File: src/rtl/pipeline_controller.sv
// Control and hazard unit for the 5-stage pipelined ARM core: decodes InstrD, carries control
// through E/M/W, holds NZCV, evaluates condition codes and drives forwarding/stall/flush.
module pipeline_controller (
    input  logic        clk,
    input  logic        reset,
    input  logic [31:0] InstrD,
    input  logic [3:0]  ALUFlags,
    input  logic        Match_1E_M,
    input  logic        Match_1E_W,
    input  logic        Match_2E_M,
    input  logic        Match_2E_W,
    input  logic        Match_12D_E,
    output logic [1:0]  RegSrcD,
    output logic [1:0]  ImmSrcD,
    output logic        ALUSrcE,
    output logic [2:0]  ALUControlE,
    output logic        IgRnE,
    output logic        BranchTakenE,
    output logic        MemWriteM,
    output logic        RegWriteW,
    output logic        MemtoRegW,
    output logic        PCSrcW,
    output logic [1:0]  ForwardAE,
    output logic [1:0]  ForwardBE,
    output logic        StallF,
    output logic        StallD,
    output logic        FlushD,
    output logic        FlushE
);

    typedef struct packed {
        logic       reg_write;
        logic       mem_write;
        logic       mem_to_reg;
        logic       branch;
        logic       pcs;
        logic       flag_write;
        logic       alu_src;
        logic [2:0] alu_ctrl;
        logic       ig_rn;
        logic [3:0] cond;
    } de_t;

    typedef struct packed {
        logic reg_write;
        logic mem_write;
        logic mem_to_reg;
        logic pcs;
    } em_t;

    typedef struct packed {
        logic reg_write;
        logic mem_to_reg;
        logic pcs;
    } mw_t;

    de_t        de_s;
    de_t        de_r;
    em_t        em_r;
    mw_t        mw_r;
    logic [3:0] flags_r;
    logic       cond_ex_s;
    logic       ldr_stall_s;
    logic       pc_wr_pending_s;
    logic       unused_s;

    // Fields that only the datapath consumes.
    assign unused_s = ^{InstrD[19:16], InstrD[11:0]};

    // Main decoder and ALU decoder for the fixed ISA subset.
    always_comb begin
        RegSrcD          = 2'b00;
        ImmSrcD          = 2'b00;
        de_s             = '0;
        de_s.cond        = InstrD[31:28];
        case (InstrD[27:26])
            2'b00: begin
                de_s.alu_src    = InstrD[25];
                de_s.reg_write  = 1'b1;
                de_s.flag_write = InstrD[20];
                case (InstrD[24:21])
                    4'b0100: de_s.alu_ctrl = 3'b000;
                    4'b0010: de_s.alu_ctrl = 3'b001;
                    4'b0000: de_s.alu_ctrl = 3'b010;
                    4'b1100: de_s.alu_ctrl = 3'b011;
                    4'b0001: de_s.alu_ctrl = 3'b100;
                    4'b1010: begin
                        de_s.alu_ctrl  = 3'b001;
                        de_s.reg_write = 1'b0;
                    end
                    4'b1101: begin
                        de_s.alu_ctrl = 3'b000;
                        de_s.ig_rn    = 1'b1;
                    end
                    default: begin
                        de_s.reg_write  = 1'b0;
                        de_s.flag_write = 1'b0;
                    end
                endcase
            end
            2'b01: begin
                ImmSrcD      = 2'b01;
                de_s.alu_src = 1'b1;
                if (InstrD[20]) begin
                    de_s.reg_write  = 1'b1;
                    de_s.mem_to_reg = 1'b1;
                end else begin
                    RegSrcD        = 2'b10;
                    de_s.mem_write = 1'b1;
                end
            end
            2'b10: begin
                RegSrcD      = 2'b01;
                ImmSrcD      = 2'b10;
                de_s.alu_src = 1'b1;
                de_s.branch  = 1'b1;
            end
            default: begin
                de_s.cond = InstrD[31:28];
            end
        endcase
        de_s.pcs = (InstrD[15:12] == 4'd15) & de_s.reg_write & ~de_s.branch;
    end

    // Condition-code evaluation against the architectural flags {N,Z,C,V}.
    always_comb begin
        cond_ex_s = 1'b0;
        case (de_r.cond)
            4'b0000: cond_ex_s = flags_r[2];
            4'b0001: cond_ex_s = ~flags_r[2];
            4'b0010: cond_ex_s = flags_r[1];
            4'b0011: cond_ex_s = ~flags_r[1];
            4'b0100: cond_ex_s = flags_r[3];
            4'b0101: cond_ex_s = ~flags_r[3];
            4'b0110: cond_ex_s = flags_r[0];
            4'b0111: cond_ex_s = ~flags_r[0];
            4'b1000: cond_ex_s = flags_r[1] & ~flags_r[2];
            4'b1001: cond_ex_s = ~flags_r[1] | flags_r[2];
            4'b1010: cond_ex_s = (flags_r[3] == flags_r[0]);
            4'b1011: cond_ex_s = (flags_r[3] != flags_r[0]);
            4'b1100: cond_ex_s = ~flags_r[2] & (flags_r[3] == flags_r[0]);
            4'b1101: cond_ex_s = flags_r[2] | (flags_r[3] != flags_r[0]);
            4'b1110: cond_ex_s = 1'b1;
            default: cond_ex_s = 1'b0;
        endcase
    end

    // Pipeline registers and flags; E→M gates the side effects of a failed condition.
    always_ff @(posedge clk or negedge reset) begin
        if (!reset) begin
            de_r    <= '0;
            em_r    <= '0;
            mw_r    <= '0;
            flags_r <= 4'b0000;
        end else begin
            de_r           <= FlushE ? de_t'('0) : de_s;
            em_r.reg_write  <= de_r.reg_write & cond_ex_s;
            em_r.mem_write  <= de_r.mem_write & cond_ex_s;
            em_r.mem_to_reg <= de_r.mem_to_reg;
            em_r.pcs        <= de_r.pcs & cond_ex_s;
            mw_r.reg_write  <= em_r.reg_write;
            mw_r.mem_to_reg <= em_r.mem_to_reg;
            mw_r.pcs        <= em_r.pcs;
            if (de_r.flag_write & cond_ex_s) begin
                flags_r <= ALUFlags;
            end else begin
                flags_r <= flags_r;
            end
        end
    end

    assign ALUSrcE      = de_r.alu_src;
    assign ALUControlE  = de_r.alu_ctrl;
    assign IgRnE        = de_r.ig_rn;
    assign BranchTakenE = de_r.branch & cond_ex_s;
    assign MemWriteM    = em_r.mem_write;
    assign RegWriteW    = mw_r.reg_write;
    assign MemtoRegW    = mw_r.mem_to_reg;
    assign PCSrcW       = mw_r.pcs;

    // Forwarding selects; the younger Memory-stage result beats Writeback.
    always_comb begin
        ForwardAE = 2'b00;
        ForwardBE = 2'b00;
        if (Match_1E_M & em_r.reg_write) begin
            ForwardAE = 2'b10;
        end else if (Match_1E_W & mw_r.reg_write) begin
            ForwardAE = 2'b01;
        end else begin
            ForwardAE = 2'b00;
        end
        if (Match_2E_M & em_r.reg_write) begin
            ForwardBE = 2'b10;
        end else if (Match_2E_W & mw_r.reg_write) begin
            ForwardBE = 2'b01;
        end else begin
            ForwardBE = 2'b00;
        end
    end

    // While reset is low the pipeline registers are clear, so only PCSrcD can reach FlushD.
    assign ldr_stall_s     = Match_12D_E & de_r.mem_to_reg & de_r.reg_write;
    assign pc_wr_pending_s = de_s.pcs | de_r.pcs | em_r.pcs;
    assign StallF          = reset & (ldr_stall_s | pc_wr_pending_s);
    assign StallD          = ldr_stall_s;
    assign FlushD          = pc_wr_pending_s | mw_r.pcs | BranchTakenE;
    assign FlushE          = ldr_stall_s | BranchTakenE;

endmodule

File: config.mk
export PLATFORM = sky130hd
export DESIGN_NAME = pipeline_controller
export DESIGN_NICKNAME = d
export VERILOG_FILES = /design/src/rtl/pipeline_controller.sv
export SDC_FILE = /design/constraint.sdc
export NUM_CORES = 1
export LEC_CHECK = 0
export ABC_AREA = 1
export ABC_CLOCK_PERIOD_IN_PS = 1700
export CAP_MARGIN = 20
export CORE_MARGIN = 5
export CORE_UTILIZATION = 45
export DETAILED_ROUTE_END_ITERATION = 10
export DONT_BUFFER_PORTS = 1
export PLACE_DENSITY = 0.71
export SLEW_MARGIN = 20
export SYNTH_ARGS = -nofsm -noshare
export SYNTH_HDL_FRONTEND = slang
export SYNTH_SLANG_ARGS = --single-unit
File: constraint.sdc
create_clock -name clk -period 1.7 [get_ports clk]
set_input_delay 0.085 -clock clk [delete_from_list [all_inputs] [get_ports clk]]
set_output_delay 0.085 -clock clk [all_outputs]
set_load 0.005 [all_outputs]
==> results.ini, run 1 <==
[cts]
clk_latency_ps = 320
ctsRootBufferMaster = clkbuf_4
clkTransAtPathRegs_ps = 140
cts_max_path_buffers = 2
cts_tree = yes
htree_levels = 1
cts_inserted_buffers = 3
clock-sinks = 26

[finish]
fill_cells = 302
multi_input_area_um2 = 663.1
fin_cells = 244
syn_to_final_growth_pct = 22.66
nets = 249
regArea_um2 = 654.4
post-route-util_pct = 57.46
diodes = 0
drive_gt1_share_pct = 22.00

[drt]
ant_nets = 0
dr.pass1.iters = 4
drt_wl_total_um = 3209
dr_wl_met3_um = 301
wl_met2_um = 1665
topRoutingLayerUsed = met4
avgViaCountPerCell = 5.000
wl_per_cell_um = 13.15
vias = 1220
wl_met1_um = 1168
first_iter_violations = 86
drc = 0

[floorplanning]
die_y_um = 66.38
num_rows = 20
core_um2 = 3053
dieArea_um2 = 4406
fp.dieW_um = 66.38
pin_count = 65
initial_core_util_pct = 46.84

[pwr]
seqPwrFrac_pct = 42.8
p_comb_share_pct = 36.0
vdd.ir_drop.worst_uv = 456.1
p_sw_w = 0.0007212
p_int_w = 0.001233
power.total_w = 0.001955
swShare_pct = 36.90
power_density_nw_per_um2 = 1114
p_leak_nw = 0.9579
power.share.clock_pct = 21.3

[worst_setup_path]
reg2regPathDepth = 11
crit_path_start_kind = flop
cp_max_fo = 8
r2r_end = ALUControlE[2]
cp.required_ps = 1620
critPathMaxStageDelay_ps = 460
slowest_stage = dfrtp_1
path_buf_inv = 1
path_cells = inv_2 -> nand3_2 -> nand2_1 -> nand2_1 -> nand3_2 -> nor2_4 -> nand3_4 -> nand2_4 -> nand2_8
r2r-start = flags_r[3]
critPathKind = flop to output port
crit_path_end_kind = output port
crit_arrival_ps = 1590
rrSetupSlack_ps = 100
crit_family = simple AND/OR/NAND/NOR gates

[hold_path]
hp-start = InstrD[26]
holdPathStages = 3
holdPathEnd = ALUSrcE
hp-class = primary input to flop

[yosys]
ys_warn_count = 0
synth_cell_type_count = 22
ys_top_cells_by_area = dfrtp_1 45%, nand2_1 12%, inv_1 7.6%
synth_top_area_share_pct = 45.49
syn-cell-area_um2 = 1430
yosysTopAreaCell = dfrtp_1
synth_area_per_cell_um2 = 7.945
syn_nets = 228
seq_area_frac_synth_pct = 45.49
syn_inst = 180
ys_seq_elements = 26

[sta]
fin_crit_sh_pct = 98.75
finalHoldViolations = 0
tns_ps = 0
slew_headroom_pct = 72.01
grt_setup_unrepaired = true
slew_viol_final = 0
skew_ps = 12.14
min_period_ps = 1679
setup_viol = 0
fmax_mhz = 595.7
tightest_slew_ps = 418.7

[placement]
hpwl_um = 2242
place.gp.congestion = 0.8097
dpl.cell_count = 218
io_buffers = 0

[global_routing]
gr-total-overflow = 0
grt_pass1_vias = 1232
grt_usage_pct = 15.06
grt_first_pass_wirelength_um = 5119
antenna_found_initial = 0
grt_max_degree = 27

[run]
maxCapViolCount = 0

[run_status]
status = complete, no violations

## cells in the mapped netlist
cell / instances
nand3b_1: 1
or2_2: 2
o31ai_1: 1
nor2_2: 9
nor2_4: 1
nand3_4: 1
nand2_2: 2
nand3_2: 1
nand3_1: 18
nand2_1: 46
inv_1: 29
inv_2: 2
buf_6: 1
dfrtp_1: 26
nand2_4: 2
nand4_1: 3
ha_1: 5
a21oi_2: 1
a21oi_1: 2
nor2_1: 19
o211ai_1: 3
buf_4: 5
## tightest hold or removal path: stages
cell and delay, ps:
ha_1 110, or2_2 100, nor2_2 30
## cells by family after synthesis
group                      count (synthesis)  share of synthesized area, %
buffers and inverters                     37                         11.55
AOI/OAI and AO/OA                          7                         3.412
and+or+nand+nor                          105                         35.17
adders and majority gates                  5                         4.374
DFF                                       26                         45.49
## worst max path at each step
stage	depth (start not counted)	startpoint	end
after CTS	10	flags_r[3]	FlushE
after global placement	10	de_r[3]	de_r[0]
final	9	flags_r[3]	FlushE
after floorplan	12	de_r[0]	ALUControlE[1]
after global routing	9	flags_r[0]	FlushE
after detailed placement	10	de_r[0]	de_r[14]
## sequential cells by signal, indices dropped and copies added (netlist names)
register and cells:
de_r 10, flags_r 4, ALUControlE 3, em_r 3, ALUSrcE 1, IgRnE 1, MemWriteM 1, MemtoRegW 1
PCSrcW 1, RegWriteW 1
## metrics by stage
step           cell area [µm²]  hold WS, ps  worst slack, ps
2_1_floorplan             1430       -210.6            266.4
3_3_place_gp              1436       -210.1            176.4
3_5_place_dp              1436       -210.0            82.27
4_1_cts                   1698        12.99            15.74
5_1_grt                   1754        4.961           -79.03
6_report                  1754        25.45            21.24
## cells in the final DEF (no fill, tap or decap), types with 4 or more instances in the layout
cell	instances
buf_4	4
dfrtp_1	23
dlygate4sd3_1	16
ha_1	5
inv_1	27
nand2_1	41
nand2_2	7
nand3_1	17
nor2_1	18
nor2_2	9
## repair_timing
item,CTS,global route
endpoints found under the setup margin,3,15
setup buffers,2,2
gates resized for setup,3,13
pin swaps,2,6
hold endpoints to repair,41,1
hold buffers,16,1
gates cloned,1,0
## metal layers
layer | GRT usage, % | vias to the layer above
met2 | 28.75 | 54
met1 | 14.44 | 571
met3 | 4.762 | 6
met4 | 6.599 | 0
li1 | - | 589
met5 | 0 | -
## power by group through the flow
| stage | Combinational [W] | Sequential [W] | Clock, W |
|---|---|---|---|
| 6_report | 0.000703 | 0.000836 | 0.000416 |
| 5_1_grt | 0.000788 | 0.000849 | 0.000448 |
| 2_1_floorplan | 0.000463 | 0.000799 | 0 |
| 3_3_place_gp | 0.000483 | 0.000828 | 0 |
| 4_1_cts | 0.000629 | 0.000826 | 0.000426 |
| 3_5_place_dp | 0.000518 | 0.000839 | 0 |
## area by class of cell
class                   count  share of cell area (%)
inverters                  31                   6.776
clock buffers               3                   1.284
flip-flops and latches     26                   37.30
well taps                  44                   3.138
multi-input cells         118                   37.80
repair buffers             21                   11.98
clock inverters             1                   1.712
(Power assumes the default switching activity.)
==> inputs of run 2 (changes only) <==
--- a/config.mk
+++ b/config.mk
@@ -13,6 +13,7 @@
 export DETAILED_ROUTE_END_ITERATION = 10
 export DONT_BUFFER_PORTS = 1
 export PLACE_DENSITY = 0.71
+export SETUP_SLACK_MARGIN = 0.4
 export SLEW_MARGIN = 20
 export SYNTH_ARGS = -nofsm -noshare
 export SYNTH_HDL_FRONTEND = slang
==> run 2 against run 1 <==
Flip-flop and latch count did not move. Non-clock buffer count rose by 4. Clock skew fell by 11 ps. Core utilization rose by 3.0 points. Critical path depth rose by 5. Worst hold slack improved by 3.4 ps. Sequential share of layout area fell by 1.7 points. Combinational power rose by 28%. Design area rose by 5.1%. Critical endpoint is now flags_r[0]. Largest power group is now combinational cells.
==> results.ini, run 2 (synthesized netlist as in run 1, its figures left out) <==
[run_status]
status = complete, no violations  ; unchanged

[drt]
ant_nets = 0  ; unchanged
drc = 0  ; unchanged
vias = 1205  ; was 1220
wl_per_cell_um = 13.23  ; was 13.15 µm
drt_wl_total_um = 3281  ; was 3209 µm
first_iter_violations = 120  ; was 86
dr.pass1.iters = 4  ; unchanged
avgViaCountPerCell = 4.859  ; was 5.000

[finish]
nets = 253  ; was 249
largest_reg_flops = 10  ; unchanged
diodes = 0  ; unchanged
drive_gt1_share_pct = 30.88  ; was 22.00%
fill_cells = 262  ; was 302
layout_common_cells = 36 x nand2_1, 24 x inv_1, 21 x dfrtp_1  ; was 41 x nand2_1, 27 x inv_1, 23 x dfrtp_1
regMostFlops = de_r  ; unchanged
syn_to_final_growth_pct = 28.96  ; was 22.66%
layout_commonest_cell = nand2_1  ; unchanged
top_regs = de_r (10), flags_r (4)  ; unchanged

[placement]
hpwl_um = 2200  ; was 2242 µm
io_buffers = 0  ; unchanged
place.gp.congestion = 0.7673  ; was 0.8097

[worst_setup_path]
r2r-start = flags_r[3]  ; unchanged
path_cells = inv_2 -> nand2_4 -> nand2_4 -> nand2_4 -> nand2_2 -> nand2_2 -> nand2_2 -> nand3_4 -> buf_4 -> buf_6 -> buf_6 -> nand2_4 -> nand2_1 -> nand2_1  ; was inv_2 -> nand3_2 -> nand2_1 -> nand2_1 -> nand3_2 -> nor2_4 -> nand3_4 -> nand2_4 -> nand2_8
crit_family = simple AND/OR/NAND/NOR gates  ; unchanged
slowest_stage = dfrtp_1  ; unchanged
crit_top_cell = nand2_4
rrSetupSlack_ps = 40  ; was 100 ps
crit_path_end_kind = flop  ; was output port
reg2regPathDepth = 14  ; was 11
critPathKind = flop to flop  ; was flop to output port
cp_max_fo = 8  ; unchanged
critPathMaxStageDelay_ps = 460  ; about the same
path_buf_inv = 4  ; was 1
r2r_end = flags_r[0]  ; was ALUControlE[2]
cp.required_ps = 1960  ; was 1620 ps
crit_path_start_kind = flop  ; unchanged
crit_arrival_ps = 1930  ; was 1590 ps

[sta]
fmax_mhz = 601.3  ; was 595.7 MHz
tns_ps = 0  ; unchanged
tightest_slew_ps = 212.2  ; was 418.7 ps
slew_headroom_pct = 85.74  ; was 72.01%
skew_ps = 1.239  ; was 12.14 ps
min_period_ps = 1663  ; was 1679 ps
slew_viol_final = 0  ; unchanged
setup_viol = 0  ; unchanged
fin_crit_sh_pct = 97.83  ; was 98.75%
grt_setup_unrepaired = true  ; unchanged
finalHoldViolations = 0  ; unchanged
hold_slack_ps = 28.81  ; was 25.45 ps

[run]
maxCapViolCount = 0  ; unchanged

[floorplanning]
core_um2 = 3053  ; unchanged
initial_core_util_pct = 46.84  ; unchanged
dieArea_um2 = 4406  ; unchanged
pin_count = 65  ; unchanged
die_y_um = 66.38  ; unchanged
num_rows = 20  ; unchanged
fp.dieW_um = 66.38  ; unchanged

[pwr]
power.total_w = 0.002063  ; was 0.001955 W
p_leak_nw = 0.9973  ; was 0.9579 nW
vdd.ir_drop.worst_uv = 349.3  ; was 456.1 µV
power_density_nw_per_um2 = 1118  ; was 1114 nW/µm²

[global_routing]
grt_max_degree = 27  ; unchanged
grt_usage_pct = 15.49  ; was 15.06%
grt_pass1_vias = 1263  ; was 1232
gr-total-overflow = 0  ; unchanged
antenna_found_initial = 0  ; unchanged
grt_first_pass_wirelength_um = 5278  ; was 5119 µm

[hold_path]
holdPathStages = 3  ; unchanged
hp-class = primary input to flop  ; unchanged
hp-start = InstrD[22]  ; was InstrD[26]
holdPathEnd = ALUControlE[0]  ; was ALUSrcE

[cts]
ctsRootBufferMaster = clkbuf_4  ; unchanged
clock-sinks = 26  ; unchanged
cts_inserted_buffers = 3  ; unchanged
clkTransAtPathRegs_ps = 130  ; was 140 ps
cts_tree = yes  ; unchanged
clk_latency_ps = 320  ; about the same
cts_max_path_buffers = 2  ; unchanged
htree_levels = 1  ; unchanged

## run 2: report_power, final
part           internal [W]  switching [W]
registers          0.000722       0.000134
logic              0.000393       0.000507
clock network      0.000131       0.000177
## run 2: per-layer routing
layer  track usage (%)  vias to the layer above  wire, µm
met1             16.38                      557      1228
li1                  -                      594         -
met3             3.401                        8       221
met4             8.122                        0        72
met5                 0                        -         0
met2             28.25                       46      1759
## run 2: how the worst max path moves through the flow
stage	cells after the start	slack, ps	end	startpoint
3_3_place_gp	9	180	IgRnE	de_r[1]
4_1_cts	9	20	FlushE	flags_r[0]
5_1_grt	9	-80	FlushE	flags_r[3]
2_1_floorplan	12	310	ALUControlE[1]	de_r[3]
3_5_place_dp	11	120	de_r[0]	de_r[3]
6_report	14	40	flags_r[0]	flags_r[3]
## run 2: worst register-to-register path, stage by stage, from the launching register on
cell and delay (ps):
dfrtp_1 460, inv_2 120, nand2_4 70, nand2_4 80, nand2_4 60, nand2_2 60
nand2_2 40, nand2_2 80, nand3_4 100, buf_4 150, buf_6 110, buf_6 130
nand2_4 70, nand2_1 50, nand2_1 50
## run 2: stage by stage
| stage | instances | util (%) | setup WS [ps] | instance area (µm²) |
|---|---|---|---|---|
| after floorplan | 180 | - | 307.6 | 1449 |
| after global placement | 218 | 47.42 | 180.8 | 1448 |
| after detailed placement | 218 | 47.42 | 116.3 | 1448 |
| after CTS | 246 | 57.38 | 24.27 | 1752 |
| after global routing | 248 | 60.41 | -78.45 | 1844 |
| final | 248 | 60.41 | 36.96 | 1844 |
## run 2: final cells by class
| class | count | area, µm² | area share (%) |
|---|---|---|---|
| tap | 44 | 55.05 | 2.985 |
| sequential | 26 | 656.9 | 35.62 |
| multi-input combinational | 118 | 730.7 | 39.62 |
| inverter | 31 | 116.4 | 6.309 |
| timing repair buffer | 25 | 249.0 | 13.50 |
| clock buffer | 4 | 36.28 | 1.967 |
## run 2: what timing repair did
item / 4_1_cts / 5_1_grt
pin swaps: 4 / 10
gates resized for setup: 11 / 22
endpoints found under the setup margin: 25 / 27
hold buffers: 16 / 0
gates cloned: 1 / 0
buffers inserted: 7 / 2
endpoints found under the hold margin: 41 / 0
